`config.mk`:
```
export PLATFORM = sky130hd
export DESIGN_NAME = backlight_pwm_ctrl
export DESIGN_NICKNAME = d
export VERILOG_FILES = /design/src/rtl/watch_pkg.sv /design/src/rtl/bl_tick_gen.sv /design/src/rtl/backlight_pwm_ctrl.sv
export SDC_FILE = /design/constraint.sdc
export NUM_CORES = 1
export LEC_CHECK = 0
export ABC_AREA = 1
export CAP_MARGIN = 20
export CORE_ASPECT_RATIO = 0.8
export CORE_MARGIN = 3
export CORE_UTILIZATION = 54
export CTS_CLUSTER_SIZE = 8
export DETAILED_ROUTE_END_ITERATION = 12
export PLACE_DENSITY_LB_ADDON = 0.3
export SETUP_SLACK_MARGIN = 0.05
export SLEW_MARGIN = 20
export SYNTH_ARGS = -nofsm -noshare
export SYNTH_HDL_FRONTEND = slang
export SYNTH_SLANG_ARGS = --single-unit
export TNS_END_PERCENT = 10
```
`constraint.sdc`:
```
create_clock -name clk -period 1.7 [get_ports clk]
set_clock_uncertainty 0.2 [all_clocks]
set_input_delay 0.34 -clock clk [delete_from_list [all_inputs] [get_ports clk]]
set_output_delay 0.34 -clock clk [all_outputs]
set_load 0.03 [all_outputs]
```
`src/rtl/watch_pkg.sv`:
```
// rtl/watch_pkg.sv - shared watch definitions: backlight state encodings and default clock rate
package watch_pkg;

    typedef enum logic [1:0] {
        BL_OFF  = 2'd0,
        BL_ON   = 2'd1,
        BL_FADE = 2'd2
    } bl_state_e;

    // 32.768 kHz watch crystal
    localparam int unsigned CLK_HZ_DEFAULT = 32768;

endpackage

```
`src/rtl/bl_tick_gen.sv`:
```
// rtl/bl_tick_gen.sv - enable-gated divider emitting a one-cycle tick every DIV enabled clocks
// Ports:
//   clk   - clock
//   reset - asynchronous active-low reset
//   clr   - restart the count from zero (wins over en)
//   en    - count this cycle
//   tick  - high in the enabled cycle where the count wraps DIV-1 -> 0
module bl_tick_gen #(
    parameter int unsigned DIV = 2
) (
    input  logic clk,
    input  logic reset,
    input  logic clr,
    input  logic en,
    output logic tick
);

    localparam int unsigned CNT_W = (DIV > 1) ? $clog2(DIV) : 1;
    localparam logic [CNT_W-1:0] LAST = CNT_W'(DIV - 1);

    logic [CNT_W-1:0] cnt_q;
    logic [CNT_W-1:0] cnt_d;

    // tick does not look at clr, so a consumer may derive clr from tick
    // without forming a combinational loop; callers ignore tick when clearing.
    assign tick = en && (cnt_q == LAST);

    always_comb begin
        cnt_d = cnt_q;
        if (clr) begin
            cnt_d = '0;
        end else if (en) begin
            if (cnt_q == LAST) begin
                cnt_d = '0;
            end else begin
                cnt_d = cnt_q + CNT_W'(1);
            end
        end
    end

    always_ff @(posedge clk or negedge reset) begin
        if (!reset) begin
            cnt_q <= '0;
        end else begin
            cnt_q <= cnt_d;
        end
    end

endmodule

```
`src/rtl/backlight_pwm_ctrl.sv`:
```
// rtl/backlight_pwm_ctrl.sv - watch backlight: button-triggered PWM hold with timed linear fade-out
// Ports:
//   clk           - system clock
//   reset         - asynchronous active-low reset
//   btn_backlight - debounced button level; each rising edge is a trigger
//   timeout_s     - hold time in seconds, 0 treated as 1, sampled on each (re)load
//   brightness    - on-level PWM duty code
//   always_on     - hold ON with the timeout frozen while high
//   light         - registered PWM drive
//   active        - registered, high in ON or FADE
module backlight_pwm_ctrl
    import watch_pkg::*;
#(
    parameter int unsigned CLK_HZ      = CLK_HZ_DEFAULT,
    parameter int unsigned TIMEOUT_W   = 4,
    parameter int unsigned PWM_W       = 4,
    parameter int unsigned FADE_CYCLES = 2048
) (
    input  logic                 clk,
    input  logic                 reset,
    input  logic                 btn_backlight,
    input  logic [TIMEOUT_W-1:0] timeout_s,
    input  logic [PWM_W-1:0]     brightness,
    input  logic                 always_on,
    output logic                 light,
    output logic                 active
);

    localparam logic [TIMEOUT_W-1:0] ONE_S = TIMEOUT_W'(1);

    bl_state_e            state_q, state_d;
    logic                 btn_q;
    logic                 always_on_q;
    logic [TIMEOUT_W-1:0] sec_left_q, sec_left_d;
    logic [PWM_W-1:0]     level_q, level_d;
    logic [PWM_W-1:0]     pwm_cnt_q;
    logic                 light_q, active_q;

    logic                 trig;
    logic                 ao_fall;
    logic [TIMEOUT_W-1:0] hold_load;
    logic                 sec_clr, sec_en, sec_tick;
    logic                 fade_clr, fade_en, fade_tick;
    logic                 light_d, active_d;

    assign trig      = btn_backlight & ~btn_q;
    assign ao_fall   = always_on_q & ~always_on;
    assign hold_load = (timeout_s == '0) ? ONE_S : timeout_s;

    // The seconds prescaler only runs while the hold is actually counting down.
    assign sec_en  = (state_q == BL_ON) && !always_on;
    assign fade_en = (state_q == BL_FADE);

    bl_tick_gen #(.DIV(CLK_HZ)) u_sec_prescaler (
        .clk   (clk),
        .reset (reset),
        .clr   (sec_clr),
        .en    (sec_en),
        .tick  (sec_tick)
    );

    bl_tick_gen #(.DIV(FADE_CYCLES)) u_fade_div (
        .clk   (clk),
        .reset (reset),
        .clr   (fade_clr),
        .en    (fade_en),
        .tick  (fade_tick)
    );

    always_comb begin
        state_d    = state_q;
        sec_left_d = sec_left_q;
        level_d    = level_q;
        sec_clr    = 1'b0;
        fade_clr   = 1'b0;

        unique case (state_q)
            BL_OFF: begin
                if (trig || always_on) begin
                    state_d    = BL_ON;
                    level_d    = brightness;
                    sec_left_d = hold_load;
                    sec_clr    = 1'b1;
                end
            end
            BL_ON: begin
                level_d = brightness;
                if (always_on) begin
                    // hold frozen; release reloads it below
                end else if (trig || ao_fall) begin
                    // a retrigger in the expiry cycle lands here first and wins
                    sec_left_d = hold_load;
                    sec_clr    = 1'b1;
                end else if (sec_tick) begin
                    sec_left_d = sec_left_q - ONE_S;
                    if (sec_left_q == ONE_S) begin
                        state_d  = BL_FADE;
                        fade_clr = 1'b1;
                    end
                end
            end
            BL_FADE: begin
                if (trig || always_on) begin
                    state_d    = BL_ON;
                    level_d    = brightness;
                    sec_left_d = hold_load;
                    sec_clr    = 1'b1;
                end else if (level_q == '0) begin
                    state_d = BL_OFF;
                end else if (fade_tick) begin
                    level_d = level_q - PWM_W'(1);
                end
            end
            default: begin
                state_d = BL_OFF;
            end
        endcase
    end

    // Compare uses the current level so light tracks the level one cycle late,
    // but the state gate is the next state so active and light switch together.
    assign light_d  = (state_d != BL_OFF) && (pwm_cnt_q < level_q);
    assign active_d = (state_d != BL_OFF);

    always_ff @(posedge clk or negedge reset) begin
        if (!reset) begin
            state_q     <= BL_OFF;
            btn_q       <= 1'b0;
            always_on_q <= 1'b0;
            sec_left_q  <= '0;
            level_q     <= '0;
            pwm_cnt_q   <= '0;
            light_q     <= 1'b0;
            active_q    <= 1'b0;
        end else begin
            state_q     <= state_d;
            btn_q       <= btn_backlight;
            always_on_q <= always_on;
            sec_left_q  <= sec_left_d;
            level_q     <= level_d;
            pwm_cnt_q   <= pwm_cnt_q + PWM_W'(1);
            light_q     <= light_d;
            active_q    <= active_d;
        end
    end

    assign light  = light_q;
    assign active = active_q;

endmodule

```
==> flow_summary.ini <==
[status]
status = completed

[sta]
drv_slew = 0
min_period_ps = 1690
fin_crit_sh = 0.992
whs_ps = 79.7
fmaxAchievable_ghz = 0.593
max_slew_margin = 0.784
hold_viol = 0
rsz0062_at_grt = true
setup_violations = 0
worstMarginPinSlew_ps = 322
fin_tns_setup_ps = 0
setup_ws_ps = 14.0

[layout]
multi_input_area_um2 = 1440
final_cells = 443
fin_nets = 406
design_area_um2 = 3320
antennaDiodeCount = 0
layout-drive-gt1-share = 0.277
area_delta_synth_final_pct = 27.1
area.sequential_um2 = 1100
fill_cells = 310
postLayoutCoreUtil = 0.752

[synthesis]
yosysMostFrequentCell = nand2_1
synth_edf_count = 0
ys_seq_area_frac = 0.421
muxShareOfSynthArea = 0
synthCells = 325
syn-num-nets = 346
async_reset_ff_frac = 1.00
syn_avg_cell_area_um2 = 8.04
ys_warn_count = 0
synth_top_family_by_area = simple AND/OR/NAND/NOR gates
netlist.area_leader.share = 0.421
ys_types = 32
synthFlopType = dfrtp_1
synth_compound_area_frac = 0.0876
synth_commonest_cells = 83 x nand2_1, 44 x dfrtp_1, 32 x inv_1
yosys_register_bits = 44
synthSimpleGateAreaFrac = 0.332
synth_top_cell_by_area = dfrtp_1
synth_xor_area_frac = 0.0436
yosys.area_share.adder = 0.0431
ys_top_cells_by_area = dfrtp_1 42%, nand2_1 12%, nand3_1 5.4%, inv_1 4.6%, ha_1 4.3%
syn_area_um2 = 2610

[floorplanning]
die_area_um2 = 5710
die_width_um = 83.8
num_io_pins = 14
std_cell_rows = 21
fp.dieH_um = 68.2
initial_core_util = 0.592
core_area_um2 = 4410

[cts]
clkTransAtPathRegs_ps = 80
htree_levels = 2
cts_tree = done
cts_buffers = 5
clk_latency_ps = 290
clock_sinks = 44
ctsRootBufferMaster = clkbuf_8
cts.path.max_buffers = 2

[placed_design]
placed_area_um2 = 3070
pre_cts_ws_ps = -336
hpwl_um = 4220
port_buffers = 13
place_inst = 430
finalWeightedCongestion = 0.866

[drt]
drtPass1Iterations = 4
avgViaCountPerCell = 5.30
drc = 0
postRouteWirelength_um = 5800
drt_iter0_drc = 110
ant_nets = 0
post_drt_wl_per_cell_um = 13.1
num_vias = 2348

[power_and_ir_drop]
powerDensity_nw_per_um2 = 750
p_sw_frac = 0.306
peakVddDrop_uv = 639
p_sw_uw = 763
cell_internal_pwr_mw = 1.73
p_leak_nw = 1.68
pwr-share-seq = 0.491
p_total_mw = 2.49
clkPwrFrac = 0.265
power_frac_comb = 0.244

[global_route]
antenna_found_initial = 0
grt_pass1_vias = 2228
grt_pass1_wl_um = 9780
top_usage_layer = met2
grt_start_max_net_pins = 45
use_met3 = 0.0517
use_met2 = 0.370
grt_usage = 0.215
grt_overflow = 0
met1_usage = 0.286

[worst_setup_path]
r2r-start = u_sec_prescaler.cnt_q[1]
path_class = flop to flop
cp_slowest_stage_delay_ps = 420
crit_arrival_ps = 1710
crit_start = u_sec_prescaler.cnt_q[1]
critPathLaunchType = flop
path_cells = ha_4 -> nand2_2 -> nor2_4 -> nand2_2 -> nor2_4 -> nand2_2 -> nand2_4 -> buf_4 -> o211ai_4 -> nand2_1
crit_path_end_kind = flop
crit_top_cell = nand2_2
required_ps = 1730
slowest_stage = dfrtp_1
cp_max_fo = 8

[job]
maxCapViolCount = 0

[hold_path]
hold_path_class = input pin to flop
worstHoldStart = btn_backlight
==> layout by cell type, fill, tap and decap left out, types with 7 or more instances in the layout <==
master,n
a21oi_1,9
buf_4,42
clkdlybuf4s50_1,8
dfrtp_1,44
inv_1,26
inv_2,9
nand2_1,77
nand2_2,10
nand3_1,24
nand4_1,10
nor2_1,27
nor2_2,7
nor2_4,7
o21ai_0,12
o21ai_1,8
xor2_1,9
==> metal layers <==
metal	vias up	wire, um
li1	1187	-
met1	1092	2630
met2	63	2740
met3	6	370
met4	0	57
met5	-	0
==> critical path: cells and delay by family (launching register included) <==
family | cells | cell delay, ps
compound gates | 1 | 60
fa+ha+maj | 1 | 170
buf+inv | 1 | 130
flops | 1 | 420
simple gates | 7 | 640
==> path summary, 6_finish.rpt <==
check / slack, ps / cells past startpoint / to
hold reg to reg: 290 / 1 / pwm_cnt_q[0]
hold / removal: 80 / 1 / btn_q
setup reg to reg: 10 / 10 / sec_left_q[2]
max in group asynchronous: 720 / 3 / light
min in group asynchronous: 350 / 3 / u_sec_prescaler.cnt_q[3]
setup / recovery: 10 / 10 / sec_left_q[2]
==> state kept, by name (all words and copies together) (netlist names) <==
signal	count
light	1
sec_left_q	4
state_q	2
u_sec_prescaler.cnt_q	15
level_q	4
btn_q	1
u_fade_div.cnt_q	11
pwm_cnt_q	4
active	1
always_on_q	1
==> final cells by class <==
class,count,share of cell area
repair buffers,58,0.145
well taps,57,0.0215
multi-input cells,241,0.434
inverters,35,0.0396
flip-flops and latches,44,0.332
clock buffers,6,0.0249
clock inverters,2,0.00301
==> power groups by stage <==
stage          Clock, mW  Combinational (mW)  Sequential, mW
6_report           0.660               0.609            1.22
5_1_grt            0.718               0.682            1.23
4_1_cts            0.671               0.590            1.22
3_5_place_dp           0               0.572            1.23
3_3_place_gp           0               0.548            1.22
2_1_floorplan          0               0.355            1.22
==> timing repair <==
action,4_1_cts,5_1_grt
setup buffers,0,4
resized for setup,15,21
gates cloned,0,0
pin swaps,5,11
hold buffers,1,0
hold endpoints to repair,44,0
endpoints found under the setup margin,35,37
==> kinds of logic (layout without fill, tap and decap cells) <==
group,Yosys count,in the layout
compound gates,39,39
flops,44,44
simple gates,180,180
buf+inv,40,101
fa+ha+maj,9,9
xor+xnor,13,13
No activity file was read; power rests on OpenSTA's default activity.
